===== config.mk =====
export PLATFORM = sky130hd
export DESIGN_NAME = l2_instruction_responder
export DESIGN_NICKNAME = d
export VERILOG_FILES = /design/src/rtl/l2_instruction_responder_pkg.sv /design/src/rtl/l2_instruction_responder_block_assembly_register.sv /design/src/rtl/l2_instruction_responder.sv
export SDC_FILE = /design/constraint.sdc
export NUM_CORES = 1
export LEC_CHECK = 0
export ABC_AREA = 1
export CAP_MARGIN = 20
export CORE_AREA = 2 2 241 243
export DETAILED_ROUTE_END_ITERATION = 7
export DIE_AREA = 0 0 243 245
export GPL_ROUTABILITY_DRIVEN = 0
export MAX_ROUTING_LAYER = met4
export PLACE_DENSITY = 0.75
export SKIP_CTS_REPAIR_TIMING = 1
export SLEW_MARGIN = 30
export SYNTH_ARGS = -nofsm -noshare
export SYNTH_HDL_FRONTEND = slang
export SYNTH_SLANG_ARGS = --single-unit

===== constraint.sdc =====
create_clock -name CLK -period 3.2 [get_ports CLK]
set_input_delay 0.64 -clock CLK [delete_from_list [all_inputs] [get_ports CLK]]
set_output_delay 0.64 -clock CLK [all_outputs]
set_load 0.01 [all_outputs]

===== src/rtl/l2_instruction_responder_pkg.sv =====
// Shared L1/L2 instruction-cache definitions: block geometry and responder FSM encodings.
package l2_instruction_responder_pkg;
    localparam int L2_DATA_WIDTH     = 32;
    localparam int L2_WORD_PER_BLOCK = 16;
    localparam int L2_BLOCK_WIDTH    = L2_WORD_PER_BLOCK * L2_DATA_WIDTH;

    typedef enum logic [1:0] {
        ST_IDLE    = 2'd0,
        ST_FETCH   = 2'd1,
        ST_RESPOND = 2'd2
    } l2_state_e;
endpackage


===== src/rtl/l2_instruction_responder_block_assembly_register.sv =====
// Cache-block register filled one word at a time at a word index.
module block_assembly_register #(
    parameter int DATA_WIDTH = 32,
    parameter int WORDS      = 16,
    parameter int IDX_W      = 4
) (
    input  logic                        clk,
    input  logic                        rst_n,
    input  logic                        i_we,
    input  logic [IDX_W-1:0]            i_idx,
    input  logic [DATA_WIDTH-1:0]       i_word,
    output logic [WORDS*DATA_WIDTH-1:0] o_block
);
    logic [WORDS*DATA_WIDTH-1:0] r_block;

    always_ff @(posedge clk) begin
        if (!rst_n)
            r_block <= '0;
        else if (i_we)
            r_block[i_idx*DATA_WIDTH +: DATA_WIDTH] <= i_word;
    end

    assign o_block = r_block;
endmodule


===== src/rtl/l2_instruction_responder.sv =====
// Serves an L1 instruction-cache miss by reading a whole block word-by-word from backing store.
module l2_instruction_responder
    import l2_instruction_responder_pkg::*;
#(
    parameter int ADDRESS_WIDTH  = 32,
    parameter int DATA_WIDTH     = L2_DATA_WIDTH,
    parameter int WORD_PER_BLOCK = L2_WORD_PER_BLOCK
) (
    input  logic                                 CLK,
    input  logic                                 RST_N,
    input  logic                                 ADDRESS_TO_L2_VALID_INS,
    output logic                                 ADDRESS_TO_L2_READY_INS,
    input  logic [ADDRESS_WIDTH-3:0]             ADDRESS_TO_L2_INS,
    output logic                                 DATA_FROM_L2_VALID_INS,
    input  logic                                 DATA_FROM_L2_READY_INS,
    output logic [WORD_PER_BLOCK*DATA_WIDTH-1:0] DATA_FROM_L2_INS,
    output logic                                 MEM_READ_VALID,
    input  logic                                 MEM_READ_READY,
    output logic [ADDRESS_WIDTH-3:0]             MEM_ADDRESS,
    input  logic                                 MEM_DATA_VALID,
    input  logic [DATA_WIDTH-1:0]                MEM_DATA
);
    localparam int BLOCK_WIDTH = WORD_PER_BLOCK * DATA_WIDTH;
    localparam int AW    = ADDRESS_WIDTH - 2;
    localparam int IDX_W = $clog2(WORD_PER_BLOCK);
    localparam int CNT_W = IDX_W + 1;
    localparam logic [CNT_W-1:0] CNT_FULL  = CNT_W'(WORD_PER_BLOCK);
    localparam logic [CNT_W-1:0] CNT_LAST  = CNT_W'(WORD_PER_BLOCK - 1);
    localparam logic [AW-1:0]    BASE_MASK = ~AW'(WORD_PER_BLOCK - 1);

    l2_state_e          r_state, w_next_state;
    logic [AW-1:0]      r_base;
    logic [CNT_W-1:0]   r_issue_cnt, r_recv_cnt;
    logic               r_ready, r_data_valid;
    logic               w_req_hs, w_rd_valid, w_rd_hs, w_wr, w_last;
    logic [BLOCK_WIDTH-1:0] w_block;

    // r_ready is only ever high in IDLE, so it alone qualifies the request handshake
    assign w_req_hs   = ADDRESS_TO_L2_VALID_INS && r_ready;
    assign w_rd_valid = (r_state == ST_FETCH) && (r_issue_cnt < CNT_FULL);
    assign w_rd_hs    = w_rd_valid && MEM_READ_READY;
    assign w_wr       = (r_state == ST_FETCH) && MEM_DATA_VALID && (r_recv_cnt < CNT_FULL);
    assign w_last     = w_wr && (r_recv_cnt == CNT_LAST);

    always_ff @(posedge CLK) begin
        if (!RST_N) begin
            r_state      <= ST_IDLE;
            r_ready      <= 1'b0;
            r_data_valid <= 1'b0;
        end else begin
            r_state      <= w_next_state;
            r_ready      <= (w_next_state == ST_IDLE);
            r_data_valid <= (w_next_state == ST_RESPOND);
        end
    end

    always_comb begin
        w_next_state = r_state;
        case (r_state)
            ST_IDLE:    if (w_req_hs) w_next_state = ST_FETCH;
            ST_FETCH:   if (w_last) w_next_state = ST_RESPOND;
            ST_RESPOND: if (DATA_FROM_L2_READY_INS) w_next_state = ST_IDLE;
            default:    w_next_state = ST_IDLE;
        endcase
    end

    // Base is block-aligned, so OR-ing in the word offset never carries past the top bit
    always_comb begin
        MEM_READ_VALID          = w_rd_valid;
        MEM_ADDRESS             = w_rd_valid ? (r_base | AW'(r_issue_cnt[IDX_W-1:0])) : '0;
        ADDRESS_TO_L2_READY_INS = r_ready;
        DATA_FROM_L2_VALID_INS  = r_data_valid;
        DATA_FROM_L2_INS        = w_block;
    end

    always_ff @(posedge CLK) begin
        if (!RST_N) begin
            r_base      <= '0;
            r_issue_cnt <= '0;
            r_recv_cnt  <= '0;
        end else if (w_req_hs) begin
            r_base      <= ADDRESS_TO_L2_INS & BASE_MASK;
            r_issue_cnt <= '0;
            r_recv_cnt  <= '0;
        end else begin
            if (w_rd_hs) r_issue_cnt <= r_issue_cnt + 1'b1;
            if (w_wr)    r_recv_cnt  <= r_recv_cnt + 1'b1;
        end
    end

    block_assembly_register #(
        .DATA_WIDTH (DATA_WIDTH),
        .WORDS      (WORD_PER_BLOCK),
        .IDX_W      (IDX_W)
    ) u_block (
        .clk     (CLK),
        .rst_n   (RST_N),
        .i_we    (w_wr),
        .i_idx   (r_recv_cnt[IDX_W-1:0]),
        .i_word  (MEM_DATA),
        .o_block (w_block)
    );
endmodule


==> impl_results.md <==
- Yosys cell types: 23
- Mapped Area: 23100 um^2
- Largest net degree at the start of global routing: 131
- Top-count cell post-synth: nor2_1
- P_int: 11.2 mW
- Async set-reset flop share out of synthesis: 0%
- Register area: 11100 um^2
- Worst EP required: 2.56 ns
- Final setup violation count: 0
- Drt first pass iters: 5
- Synth cell count leaders: nor2_1 (1071), nand2_1 (931), dfxtp_1 (552), inv_1 (447), clkbuf_1 (187)
- Total Routing Usage GR: 29.9%
- Final hold vios: 0
- Logic pwr share: 6.0%
- Main synth FF type: dfxtp_1
- Remaining global-route overflow: 0
- Max-Cap Viols: 0
- Switching part of the total power: 24.2%
- Rows: 88
- Area Overhead vs Synth: 39.1%
- Initial drt markers: 1852
- Peak supply drop: 414 uV
- Register area share after synthesis: 47.7%
- #FFs+latches synth: 552
- RSZ-0062 raised after global routing: no
- Dpl ws: 0.196 ns
- DR DRC count: 0
- First-pass GRT wire length: 132 mm
- Io pins: 613
- Outcome: complete, no violations
- Vias in the first global route: 21.3k
- Cell taking the most area after synthesis: dfxtp_1
- Die H: 245 um
- Share of the synthesized area in the top cell type: 47.7%
- Syn nets: 3688
- Synth Instances: 3615
- Worst Tran Pin Value: 0.877 ns
- Initial antenna violation count: 6
- Total Power: 14.8 mW
- Max clock buf depth: 3
- Sw power: 3.57 mW
- Critical path type: flop to output port
- Worst hold path startpoint: RST_N
- PortBufs: 608
- Via count: 23.5k
- Syn_area_per_cell: 6.40 um^2
- Worst-Skew Late Latency: 0.63 ns
- Critical Path End Type: output port
- Post-synth EDFFs: 0
- DR WL/cell: 18.1 um
- Starting Density: 40.6%
- Fillers: 5380
- Root Buffer: clkbuf_16
- FF-to-FF path depth: 11
- Total wire length: 89.8 mm
- R2r setup slk: 0.45 ns
- Area contributors post-synth: dfxtp_1 (48%), nor2_1 (17%), nand2_1 (15%)
- Antenna viol nets, final: 0
- Max-slew violation count: 0
- DIE AREA: 59500 um^2
- DIE WIDTH: 243 um
- TritonCTS buffer count: 57
- DP HPWL: 61.6 mm
- Worst slew margin: 41.1%
- Final Skew: 0.0244 ns
- Clock transition at path regs: 0.06 ns
- Setup slack after layout: 0.155 ns
- Hold EP: u_block.o_block[503]$_SDFFE_PN0P_
- Via density: 4.75
- Pleak: 15.5 nW
- Worst R2R Start: r_recv_cnt[0]$_SDFFE_PP0P_
- Number of synthesis warnings: 0
- Sequential power share: 46.9%
- Hold Path Depth: 3
- Worst setup SP type: flop
- Final period util: 95.2%
- Power per cell area: 459 nW/um^2
- Core area: 57000 um^2
- Fin Setup TNS: 0 ns
- Signal arrival time at the worst endpoint: 2.41 ns
- RR Endpoint: u_block.o_block[391]$_SDFFE_PN0P_
- Clock Sinks: 552
- Share of cells above drive strength 1: 4.80%
- Min Tclk post-route: 3.05 ns
- Fmax: 328 MHz
- Hold crit path type: input pin to flop
- CTS tree: built
- Final #Nets: 4219
- Clock power frac: 47.1%
- Multi-input gate area: 9710 um^2
- Htree depth: 2
- Worst-path maximum fanout: 15
critical path, stage by stage (launching register included):
cell and delay [ns]:
dfxtp_1 0.35, nor3_4 0.38, clkinvlp_4 0.16, buf_4 0.22, nor2_1 0.12, clkdlybuf4s50_1 0.57
worst max path at each step:
stage                                           from                                 to  slack [ns]  depth (start not counted)
after CTS                      r_state[1]$_SDFF_PN0_                    MEM_ADDRESS[23]       -0.13                          4
after detailed placement              MEM_DATA_VALID   u_block.o_block[12]$_SDFFE_PN0P_        0.20                          9
after floorplan           r_recv_cnt[0]$_SDFFE_PP0P_  u_block.o_block[218]$_SDFFE_PN0P_        0.67                         12
after global routing           r_state[1]$_SDFF_PN0_                    MEM_ADDRESS[23]        0.07                          5
after global placement                MEM_DATA_VALID   u_block.o_block[12]$_SDFFE_PN0P_        0.32                          8
final                          r_state[1]$_SDFF_PN0_                    MEM_ADDRESS[23]        0.15                          5
layout make-up:
class                           instances  area share, %
Multi-Input combinational cell       2395           30.1
Sequential cell                       552           34.3
Timing Repair Buffer                  686           21.2
Clock inverter                         19          0.808
Tap cell                              765           2.97
Timing Repair inverter                  1         0.0233
Clock buffer                           83           5.23
Inverter                              453           5.30
Antenna cell                            5         0.0389
power groups by stage:
stage,Combinational (mW),Sequential [mW],Clock (mW)
2_1_floorplan,0.411,7.09,0
3_3_place_gp,0.869,7.08,0
3_5_place_dp,0.869,7.08,0
4_1_cts,0.873,6.93,7.05
5_1_grt,0.940,6.93,7.33
6_report,0.881,6.93,6.97
through the flow:
stage	cell area, um^2	utilization, %	std cells	hold slack (ns)
3_5_place_dp	30200	53.0	4849	0.445
3_3_place_gp	30200	53.0	4849	0.439
5_1_grt	32200	56.5	4959	0.454
6_report	32200	56.5	4959	0.450
4_1_cts	32100	56.4	4951	0.421
2_1_floorplan	23100	-	3615	0.430
routing by layer:
layer  up-vias  track usage (%)  wire length [um]
li1      11787                -                 -
met2       942             45.4             39900
met1     10620             37.2             37200
met4         0             13.9              4290
met3       184             7.77              8430
met5         -                -                 0
cells in the final DEF (no fill, tap or decap), drive strengths merged:
cell type,netlist,layout
a21oi,102,102
buf,28,79
bufinv,0,5
clkbuf,187,83
clkdlybuf4s50,0,607
clkinv,2,14
clkinvlp,0,2
dfxtp,552,552
diode,0,5
ha,5,5
inv,451,452
nand2,932,932
nand3,24,24
nand4,24,24
nor2,1073,1073
nor3,114,114
nor3b,1,1
o21ai,117,117
or2,1,1
xnor2,1,1
xor2,1,1
state kept, by name, summed over array words and instances (netlist names):
register,cells
r_recv_cnt,5
ADDRESS_TO_L2_READY_INS,1
r_state,2
DATA_FROM_L2_VALID_INS,1
r_base,26
u_block.o_block,512
r_issue_cnt,5
cells by family after synthesis:
group | count (synthesis) | share of synthesized area, %
AND/OR/NAND/NOR | 2169 | 36.3
buffers and inverters | 668 | 10.9
flip-flops | 552 | 47.7
AO/OA/AOI/OAI | 219 | 4.73
adder cells (fa/ha/maj) | 5 | 0.270
XOR/XNOR | 2 | 0.108
(Power assumes the default switching activity.)
